--- config.mk ---
export PLATFORM = sky130hd
export DESIGN_NAME = reg_rd_scan
export DESIGN_NICKNAME = d
export VERILOG_FILES = /design/src/rtl/reg_rd_scan_pkg.sv /design/src/rtl/reg_rd_scan.sv
export SDC_FILE = /design/constraint.sdc
export NUM_CORES = 1
export LEC_CHECK = 0
export CELL_PAD_IN_SITES_DETAIL_PLACEMENT = 0
export CELL_PAD_IN_SITES_GLOBAL_PLACEMENT = 1
export CORE_MARGIN = 3
export CORE_UTILIZATION = 44
export CTS_BUF_LIST = sky130_fd_sc_hd__clkbuf_4
export CTS_CLUSTER_SIZE = 8
export DETAILED_ROUTE_END_ITERATION = 8
export HOLD_SLACK_MARGIN = 0.06
export PLACE_DENSITY_LB_ADDON = 0.1
export SYNTH_ARGS = -nofsm -noshare
export SYNTH_HDL_FRONTEND = slang
export SYNTH_SLANG_ARGS = --single-unit
export TNS_END_PERCENT = 5
--- constraint.sdc ---
create_clock -name i_clk -period 5.5 [get_ports i_clk]
set_input_delay 1.65 -clock i_clk [delete_from_list [all_inputs] [get_ports i_clk]]
set_output_delay 1.65 -clock i_clk [all_outputs]
set_load 0.03 [all_outputs]
--- src/rtl/reg_rd_scan_pkg.sv ---
// rtl/reg_rd_scan_pkg.sv - shared types and helpers for the register read-back scanner
package reg_rd_scan_pkg;

    localparam int unsigned REG_W      = 8;
    localparam int unsigned MAX_REG    = 256;
    localparam int unsigned MAX_BANK_W = MAX_REG * REG_W;

    typedef enum logic {
        IDLE = 1'b0,
        SEND = 1'b1
    } state_t;

    // A request is legal when it reads at least one register and stays inside the bank.
    // The sum is formed in 32 bits, so it cannot wrap for any address/length port width.
    function automatic logic legal_req(
        input int unsigned addr,
        input int unsigned len,
        input int unsigned num_reg
    );
        return (len != 0) && ((addr + len) <= num_reg);
    endfunction

    // Pick register k out of a flat bank (reg k lives at bits [8k+7:8k]).
    function automatic logic [REG_W-1:0] byte_sel(
        input logic [MAX_BANK_W-1:0] bank,
        input logic [7:0]            k
    );
        logic [10:0] lsb;
        lsb = {k, 3'b000};
        return bank[lsb +: REG_W];
    endfunction

endpackage

--- src/rtl/reg_rd_scan.sv ---
// rtl/reg_rd_scan.sv - snapshot a register bank on request and stream a byte range back
module reg_rd_scan
    import reg_rd_scan_pkg::*;
#(
    parameter int unsigned NUM_REG = 16,
    parameter int unsigned AW      = $clog2(NUM_REG)
) (
    input  logic                     i_clk,
    input  logic                     i_rst,
    input  logic                     i_req,
    input  logic [AW-1:0]            i_addr,
    input  logic [AW:0]              i_len,
    output logic                     o_req_rdy,
    input  logic [NUM_REG*REG_W-1:0] i_reg_bank,
    output logic [REG_W-1:0]         o_dat,
    output logic                     o_vld,
    input  logic                     i_rdy,
    output logic                     o_last,
    output logic                     o_err,
    output logic                     o_busy
);

    localparam logic [AW:0] REM_ONE = (AW+1)'(1);
    localparam logic [AW:0] REM_TWO = (AW+1)'(2);

    state_t                     state_q, state_d;
    logic [NUM_REG*REG_W-1:0]   snap_q, snap_d;
    logic [MAX_BANK_W-1:0]      snap_ext;
    logic [AW-1:0]              idx_q, idx_d, idx_inc;
    logic [AW:0]                rem_q, rem_d;
    logic [REG_W-1:0]           dat_q, dat_d;
    logic                       vld_q, vld_d;
    logic                       last_q, last_d;
    logic                       err_q, err_d;
    logic                       req_legal;

    assign snap_ext  = MAX_BANK_W'(snap_q);
    assign idx_inc   = idx_q + 1'b1;
    assign req_legal = legal_req(32'(i_addr), 32'(i_len), NUM_REG);

    // Next-state and next-output decisions; the first byte of a burst is loaded one cycle
    // after acceptance (vld_q still low in SEND), later bytes are loaded on each accepted beat.
    always_comb begin
        state_d = state_q;
        snap_d  = snap_q;
        idx_d   = idx_q;
        rem_d   = rem_q;
        dat_d   = dat_q;
        vld_d   = vld_q;
        last_d  = last_q;
        err_d   = 1'b0;
        case (state_q)
            IDLE: begin
                if (i_req) begin
                    if (req_legal) begin
                        snap_d  = i_reg_bank;
                        idx_d   = i_addr;
                        rem_d   = i_len;
                        state_d = SEND;
                    end else begin
                        err_d = 1'b1;
                    end
                end
            end
            SEND: begin
                if (!vld_q) begin
                    dat_d  = byte_sel(snap_ext, 8'(idx_q));
                    vld_d  = 1'b1;
                    last_d = (rem_q == REM_ONE);
                end else if (i_rdy) begin
                    if (rem_q == REM_ONE) begin
                        // Final beat taken: idx is left on the last register, never past it.
                        vld_d   = 1'b0;
                        last_d  = 1'b0;
                        state_d = IDLE;
                    end else begin
                        idx_d  = idx_inc;
                        rem_d  = rem_q - 1'b1;
                        dat_d  = byte_sel(snap_ext, 8'(idx_inc));
                        last_d = (rem_q == REM_TWO);
                    end
                end
            end
            default: state_d = IDLE;
        endcase
    end

    // State, snapshot, counters and output register; reset wins over any request.
    always_ff @(posedge i_clk) begin
        if (i_rst) begin
            state_q <= IDLE;
            snap_q  <= '0;
            idx_q   <= '0;
            rem_q   <= '0;
            dat_q   <= '0;
            vld_q   <= 1'b0;
            last_q  <= 1'b0;
            err_q   <= 1'b0;
        end else begin
            state_q <= state_d;
            snap_q  <= snap_d;
            idx_q   <= idx_d;
            rem_q   <= rem_d;
            dat_q   <= dat_d;
            vld_q   <= vld_d;
            last_q  <= last_d;
            err_q   <= err_d;
        end
    end

    assign o_dat     = dat_q;
    assign o_vld     = vld_q;
    assign o_last    = last_q;
    assign o_err     = err_q;
    assign o_req_rdy = (state_q == IDLE);
    assign o_busy    = (state_q == SEND);

endmodule

==> run summary, run 1 <==
status: finished, final reports clean
final routed DRC violation total: 0
cell taking the most area after synthesis: dfxtp_1
worst path cell trace: clkdlybuf4s50_1 -> ha_1 -> fa_1 -> xor2_1 -> or4_4 -> nor4_1 -> o31ai_4 -> buf_12 -> mux2i_1 -> nor2_1
most frequent cells in the layout: mux2i_1 (158), nor2_1 (154), clkdlybuf4s50_1 (152), dfxtp_1 (148), mux4_2 (34)
Top Ports: 154
die area: 18500 um^2
final hold vios: 0
CTS tree: done
share of cells above drive strength 1: 0.0926
Buf+Inv Stages, Crit Path: 2
Largest stage delay, worst path: 0.54 ns
clk buf depth: 2
DIE HEIGHT: 136 um
Post-CTS Resized: 0
Min-Delay Path Class: reg -> reg
post-DP HPWL: 13.8 mm
number of vias per cell: 5.58
root buffer cell: clkbuf_4
slew margin rel.: 0.229
Floorplan Core Area: 16200 um^2
Cell variety after synth: 48
Yosys reg bits: 149
Max Transition Viols Final: 0
initial detailed-routing violation count: 331
starting density of the core: 0.459
Post-synth EDFFs: 0
clk slew on worst S/H paths: 0.12 ns
Vias: 6023
Detailed Routing Iterations Pass 1: 5
GPL Wtd Cong: 0.786
MaxCap Viol Count: 0
Async SR Flop Fraction: 0
crit start category: input pin
setup_tns: 0 ns
PD cells: 275 nW/um^2
post-CTS setup buffers: 0
Final ANT Viol Nets: 0
final critical-path share of the clock period: 0.829
register area share after synthesis: 0.402
final wirelength: 19.4 mm
Critical Path Fanout Max: 142
maximum VDD drop: 0.229 mV
fillers: 1420
kind of critical path: in -> reg
Post-Syn Nets: 876
hold_buf cts: 0
first-pass GRT wire length: 31.0 mm
total clock buffers created by CTS: 17
total gr overflow: 0
drt wl/cell: 18.0 um
slowest cell on the critical path: nor4_1
Post-Syn Instances: 726
Reg area: 2980 um^2
CP Data Arrival Time: 4.94 ns
GRT Util Overall: 0.214
Synthesis Warnings: 0
unrepaired setup endpoints after global routing: no
ant diodes: 0
Rows: 46
Die X: 136 um
antenna violations before repair: 0
placed insts: 1049
Worst path top cell family by delay: simple AND/OR/NAND/NOR gates
PortBufs: 153
Peak Freq: 219 MHz
# setup viols final: 0
largest net degree at the start of global routing: 143
fin cells: 1080
Synth Flop Type: dfxtp_1
Leak: 4.10 nW
WP data required: 5.88 ns
Final Skew: 0.0128 ns
# clock sinks: 149
commonest non-fill, non-tap cell in the layout: mux2i_1
area of the multi-input gates: 4130 um^2
ranking of synthesized cells by area: dfxtp_1 (40%), mux2i_1 (21%), mux4_2 (10%)
clk_lat worst skew: 0.54 ns
# H-tree levels: 4
final-stage net count: 1002
Mapped Area: 7420 um^2
CP endpoint kind: flip-flop
syn avg cell area: 10.2 um^2
worst slew pin tran: 1.16 ns
vias in the first global route: 6046
final worst path period need: 4.56 ns
top-area cell type share of the netlist area: 0.402
P&R area growth vs syn: 25.7%
area by class of cell:
type | count | share of cell area
sequential | 149 | 0.320
tap | 216 | 0.0290
timing repair buffer | 161 | 0.172
clock inverter | 11 | 0.0170
clock buffer | 20 | 0.0161
multi-input combinational | 513 | 0.443
inverter | 10 | 0.00402
kinds of logic (layout without fill, tap and decap cells):
kind of cell,after synthesis,after routing,share of synthesized area
compound gates,98,98,0.0956
mux,192,192,0.316
flops,149,149,0.402
fa+ha+maj,9,9,0.0162
buf+inv,64,202,0.0435
simple gates,206,206,0.117
xor+xnor,8,8,0.00944
sequential cells by signal, summed over array words and instances, names as in the netlist:
signal and flops:
o_vld 1, o_last 1, rem_q 5, o_busy 1, idx_q 4, o_err 1
snap_q 128, o_dat 8
cell usage after synthesis (all sizes together) (2+ instances only):
cell type,count
a221oi,15
and3,2
a22o,8
mux2i,158
o21ai,9
a31o,2
nor3,3
nor3b,3
nor4b,2
o21a,4
a211oi,6
nor2,154
nand3,3
o41ai,2
ha,8
xor2,2
clkbuf,30
o221ai,3
or3,2
buf,24
xnor2,6
inv,9
a21oi,16
o31a,5
nand2b,3
dfxtp,149
nor4,3
nand2,21
nand4b,4
o31ai,6
o22ai,17
mux4,34
path summary, 6_finish.rpt:
kind	start	end	slack, ns	depth (start not counted)
worst max-delay path	i_addr[0]	snap_q[121]	0.94	10
worst min register to register	snap_q[56]	snap_q[56]	0.51	2
worst max register to register	idx_q[1]	o_dat[5]	2.28	8
worst min-delay path	snap_q[56]	snap_q[56]	0.51	2
tightest hold or removal path: cells and delay by family (launching register included):
family / cells / cell delay, ns
flops: 1 / 0.35
mux: 1 / 0.07
simple gates: 1 / 0.07
where the power goes:
part | internal, mW | switching, mW
Clock | 0.369 | 0.377
Sequential | 1.16 | 0.0564
Combinational | 0.310 | 0.297
stage by stage:
stage                     utilization  total power [mW]  hold WS [ns]  setup WS [ns]  instance area, um^2
after detailed placement        0.558              1.85         0.489          0.488                 9020
final                           0.577              2.57         0.510          0.941                 9330
after floorplan                     -              1.63         0.463           1.54                 7420
after CTS                       0.577              2.59         0.517           1.09                 9330
after global placement          0.558              1.83         0.478          0.616                 9020
after global routing            0.577              2.70         0.543          0.889                 9330
routing by layer:
metal  global-route usage  wire length [um]  vias to the layer above
met3               0.0492              1060                       17
li1                     -                 -                     2897
met1                0.277              8320                     2951
met2                0.364              9750                      158
met5                    0                 0                        -
met4               0.0560               299                        0
No activity file was read; power rests on OpenSTA's default activity.
==> run 2, diff against run 1 <==
Settings changed: CORE_UTILIZATION 44 to 37.
Clock period 5.5 ns to 3.7 ns, I/O delays scaled along.
==> run 2 against run 1 <==
  * Critical path depth unchanged
  * Core utilization down 7.8 points
  * Sequential share of layout area decreased by 1.4 points
  * Critical path type unchanged
  * Critical endpoint is now snap_q[117]
  * Highest routed layer unchanged
==> run summary, run 2 (synthesized netlist as in run 1, its figures left out) <==
post-DP HPWL: 15.5 mm
status: finished, final reports clean
number of vias per cell: 5.30
PortBufs: 153
CP Launch Point: i_addr[0]
drt wl/cell: 17.9 um
part of the power in registers: 0.457
final hold slack: 0.515 ns
kind of critical path: in -> reg
root buffer cell: clkbuf_4
most frequent cells in the layout: mux2i_1 (158), nor2_1 (154), clkdlybuf4s50_1 (152), dfxtp_1 (148), buf_4 (42)
Critical Path Fanout Max: 35
Final Skew: 0.0179 ns
final critical-path share of the clock period: 0.961
Post-CTS Resized: 0
starting density of the core: 0.379
PD cells: 405 nW/um^2
slew margin rel.: 0.425
GRT Util Overall: 0.192
FF-to-FF setup slack: 1.02 ns
CP Data Arrival Time: 3.99 ns
clk buf depth: 2
sw frac: 0.298
clk_lat worst skew: 0.55 ns
Max Transition Viols Final: 0
FF-to-FF Start: idx_q[0]
max FFs per register: 128
unrepaired setup endpoints after global routing: no
CTS tree: done
worst reg2reg path endpoint: o_dat[3]
Top Ports: 154
Final Power: 3.95 mW
final routed DRC violation total: 0
hold_buf cts: 0
WP data required: 4.14 ns
worst hold start: snap_q[63]
initial detailed-routing violation count: 297
# H-tree levels: 4
# clock sinks: 149
Floorplan Core Area: 19600 um^2
Final ANT Viol Nets: 0
antenna violations before repair: 1
largest net degree at the start of global routing: 65
DIE HEIGHT: 148 um
Endpoint, Worst Hold: snap_q[63]
Placed Area: 9440 um^2
commonest non-fill, non-tap cell in the layout: mux2i_1
Die X: 148 um
Largest Register: snap_q
first-pass GRT wire length: 33.1 mm
# setup viols final: 0
Peak Freq: 281 MHz
cell internal pwr: 2.77 mW
final worst path period need: 3.56 ns
combinational power share: 0.247
final-stage net count: 1041
final hold vios: 0
Psw: 1.18 mW
final wirelength: 20.9 mm
die area: 21800 um^2
R2R depth: 8
Rows: 51
clock network fraction of design power: 0.297
Leak: 4.31 nW
Min-Delay Path Class: reg -> reg
worst slew pin tran: 0.863 ns
CP endpoint kind: flip-flop
share of cells above drive strength 1: 0.134
vias in the first global route: 6424
Detailed Routing Iterations Pass 1: 4
hold path depth: 2
MaxCap Viol Count: 0
total gr overflow: 0
maximum VDD drop: 0.174 mV
post-CTS setup buffers: 0
total clock buffers created by CTS: 17
crit start category: input pin
Vias: 6195
clk slew on worst S/H paths: 0.13 ns
P&R area growth vs syn: 31.6%
GPL Wtd Cong: 0.854
final core occ: 0.499
Final Instance Area: 9770 um^2
==> run 2: power by group through the flow <==
| stage | clock [mW] | sequential, mW | combinational, mW |
|---|---|---|---|
| 2_1_floorplan | 0 | 1.84 | 0.584 |
| 3_3_place_gp | 0 | 1.83 | 0.967 |
| 3_5_place_dp | 0 | 1.84 | 0.986 |
| 4_1_cts | 1.21 | 1.80 | 0.989 |
| 5_1_grt | 1.27 | 1.82 | 1.06 |
| 6_report | 1.17 | 1.81 | 0.975 |
==> run 2: cell type report <==
cell class | count | area (um^2)
Fill cell | 1817 | 9820
Clock buffer | 17 | 128
Antenna cell | 1 | 2.50
Tap cell | 265 | 332
Multi-Input combinational cell | 513 | 4130
Sequential cell | 149 | 2990
Clock inverter | 14 | 198
Inverter | 10 | 37.5
Timing Repair Buffer | 200 | 1960
==> run 2: routing by layer <==
layer / wire (um) / GRT usage
met1: 9110 / 0.239
met2: 10500 / 0.334
met3: 991 / 0.0451
met4: 252 / 0.0485
met5: 0 / 0
==> run 2: worst max-delay path: stages <==
cell and delay, ns:
clkdlybuf4s50_1 0.44, ha_1 0.24, fa_1 0.44, or4_4 0.55, o41ai_2 0.43, o31ai_4 0.14
buf_12 0.20, buf_4 0.20, mux2i_1 0.15, nor2_1 0.05
==> run 2: metrics by stage <==
| stage | cells | worst slack (ns) | setup TNS [ns] |
|---|---|---|---|
| after global routing | 1169 | 0.0723 | 0 |
| after detailed placement | 1137 | -0.425 | -47.34 |
| final | 1169 | 0.144 | 0 |
| after CTS | 1168 | 0.195 | 0 |
| after floorplan | 726 | 0.279 | 0 |
| after global placement | 1137 | -0.367 | -40.09 |
==> run 2: worst max-delay path by stage <==
stage	endpoint	slack [ns]	cells past startpoint
after floorplan	idx_q[2]	0.28	11
after CTS	snap_q[114]	0.19	10
final	snap_q[117]	0.14	10
after global placement	snap_q[117]	-0.37	10
after detailed placement	snap_q[114]	-0.42	10
after global routing	snap_q[24]	0.07	12
==> run 3, diff against run 2 <==
Settings changed: PLACE_DENSITY_LB_ADDON 0.1 to 0.08.
==> run 3 against run 2 <==
  * Power down 1.7%
  * Maximum frequency decreased by 1.3%
  * Hold slack worse by 0.0024 ns
  * Combinational power barely moved
  * Sequential power barely moved
  * Critical path depth is 2 higher
  * Clock skew down 0.0032 ns
  * Register-to-register slack worse by 0.14 ns
  * Flip-flop and latch count unchanged
  * Via count down 1.3%
  * Die area unchanged
==> run summary, run 3 (synthesized netlist as in run 1, its figures left out) <==
status: finished, final reports clean
Buf+Inv Stages, Crit Path: 4
CP endpoint: snap_q[7]
number of vias per cell: 5.24
FF-to-FF setup slack: 0.88 ns
clk_lat worst skew: 0.54 ns
post-CTS setup buffers: 0
final hold vios: 0
met1 usage: 0.245
total clock buffers created by CTS: 17
CP Data Arrival Time: 4.03 ns
antenna violations before repair: 1
total gr overflow: 0
Leak: 4.31 nW
worst slew pin tran: 0.797 ns
Worst path top cell family by delay: buffers and inverters
Stages on worst setup path: 12
P&R area growth vs syn: 31.6%
clk buf depth: 2
vias in the first global route: 6273
CTS tree: done
final routed DRC violation total: 0
kind of critical path: in -> reg
starting density of the core: 0.379
GPL Wtd Cong: 0.868
routing usage on met2: 0.331
fillers: 1836
unrepaired setup endpoints after global routing: no
# H-tree levels: 4
max FFs per register: 128
Place WS: -0.459 ns
Max Transition Viols Final: 0
drt wl/cell: 17.9 um
placed insts: 1134
Die X: 148 um
Final Power: 3.89 mW
slew margin rel.: 0.468
worst reg2reg path endpoint: o_dat[4]
# clock sinks: 149
DIE HEIGHT: 148 um
post-DP HPWL: 15.6 mm
hold path depth: 2
worst path cell trace: clkdlybuf4s50_1 -> ha_1 -> fa_1 -> xor2_1 -> or4_4 -> nor4_1 -> buf_4 -> o31ai_4 -> buf_12 -> buf_12 -> mux2i_1 -> nor2_1
setup ws final: 0.0973 ns
Largest Register: snap_q
Top Ports: 154
die area: 21800 um^2
final critical-path share of the clock period: 0.974
WP data required: 4.13 ns
commonest non-fill, non-tap cell in the layout: mux2i_1
hold_buf cts: 0
first-pass GRT wire length: 33.3 mm
Floorplan Core Area: 19600 um^2
GRT Util Overall: 0.193
root buffer cell: clkbuf_4
final wirelength: 20.9 mm
Largest stage delay, worst path: 0.45 ns
clk slew on worst S/H paths: 0.13 ns
final-stage net count: 1038
share of cells above drive strength 1: 0.131
R2R depth: 7
largest net degree at the start of global routing: 66
Min-Delay Path Class: reg -> reg
Detailed Routing Iterations Pass 1: 5
final worst path period need: 3.60 ns
met3 Use GR: 0.0518
Critical Path Fanout Max: 21
fin cells: 1167
slowest cell on the critical path: clkdlybuf4s50_1
FF-to-FF Start: idx_q[0]
initial detailed-routing violation count: 347
GRT busiest layer: met2
Rows: 51
crit start category: input pin
most used cell along the critical path: buf_12
Final ANT Viol Nets: 0
PD cells: 398 nW/um^2
Post-CTS Resized: 0
CP endpoint kind: flip-flop
most frequent cells in the layout: mux2i_1 (158), nor2_1 (154), clkdlybuf4s50_1 (152), dfxtp_1 (148), buf_4 (36)
CP Launch Point: i_addr[0]
Vias: 6113
Peak Freq: 278 MHz
Final Skew: 0.0147 ns
MaxCap Viol Count: 0
maximum VDD drop: 0.174 mV
# setup viols final: 0
PortBufs: 153
==> run 3: cell count changes in the layout (fill, tap and decap cells not counted) <==
cell        change
buf_12          +3
buf_4           -6
bufinv_16       -1
clkinv_1        +1
clkinv_2        +1
clkinv_4        +2
clkinvlp_4      -1
inv_6           -1
==> run 3: worst min-delay path by stage <==
stage	start	endpoint	slack, ns
after floorplan	snap_q[32]	snap_q[32]	0.46
after detailed placement	o_last	o_last	0.49
after global placement	snap_q[78]	snap_q[78]	0.48
after global routing	snap_q[69]	snap_q[69]	0.54
after CTS	snap_q[32]	snap_q[32]	0.52
final	snap_q[32]	snap_q[32]	0.51
==> run 3: stage by stage <==
| step | hold WS [ns] | utilization | setup TNS (ns) | instance area [um^2] |
|---|---|---|---|---|
| after global routing | 0.540 | 0.498 | 0 | 9770 |
| after floorplan | 0.463 | - | 0 | 7420 |
| final | 0.512 | 0.498 | 0 | 9770 |
| after global placement | 0.477 | 0.483 | -42.19 | 9460 |
| after CTS | 0.519 | 0.498 | 0 | 9760 |
| after detailed placement | 0.485 | 0.483 | -55.83 | 9460 |
==> run 3: routing by layer <==
metal,vias to the layer above,part of all wire
li1,2981,-
met3,16,0.050
met5,-,0
met1,2979,0.44
met4,0,0.012
met2,137,0.50
==> run 3: tightest hold or removal path, stage by stage (launching register included) <==
cell and delay, ns:
dfxtp_1 0.35, mux2i_1 0.07, nor2_1 0.07
==> run 3: area by class of cell <==
| type | instances | area (um^2) | share of cell area |
|---|---|---|---|
| antenna | 1 | 2.50 | 0.000256 |
| clock buffer | 17 | 128 | 0.0131 |
| clock inverter | 15 | 178 | 0.0182 |
| inverter | 10 | 37.5 | 0.00384 |
| multi-input combinational | 513 | 4130 | 0.423 |
| sequential | 149 | 2990 | 0.306 |
| tap | 265 | 332 | 0.0340 |
| timing repair buffer | 197 | 1970 | 0.202 |
==> run 3: where the power goes <==
part           total (mW)  internal, mW  switching [mW]
sequential           1.81          1.72          0.0943
combinational       0.973         0.519           0.454
clock                1.10         0.474           0.624
total                3.89          2.71            1.17
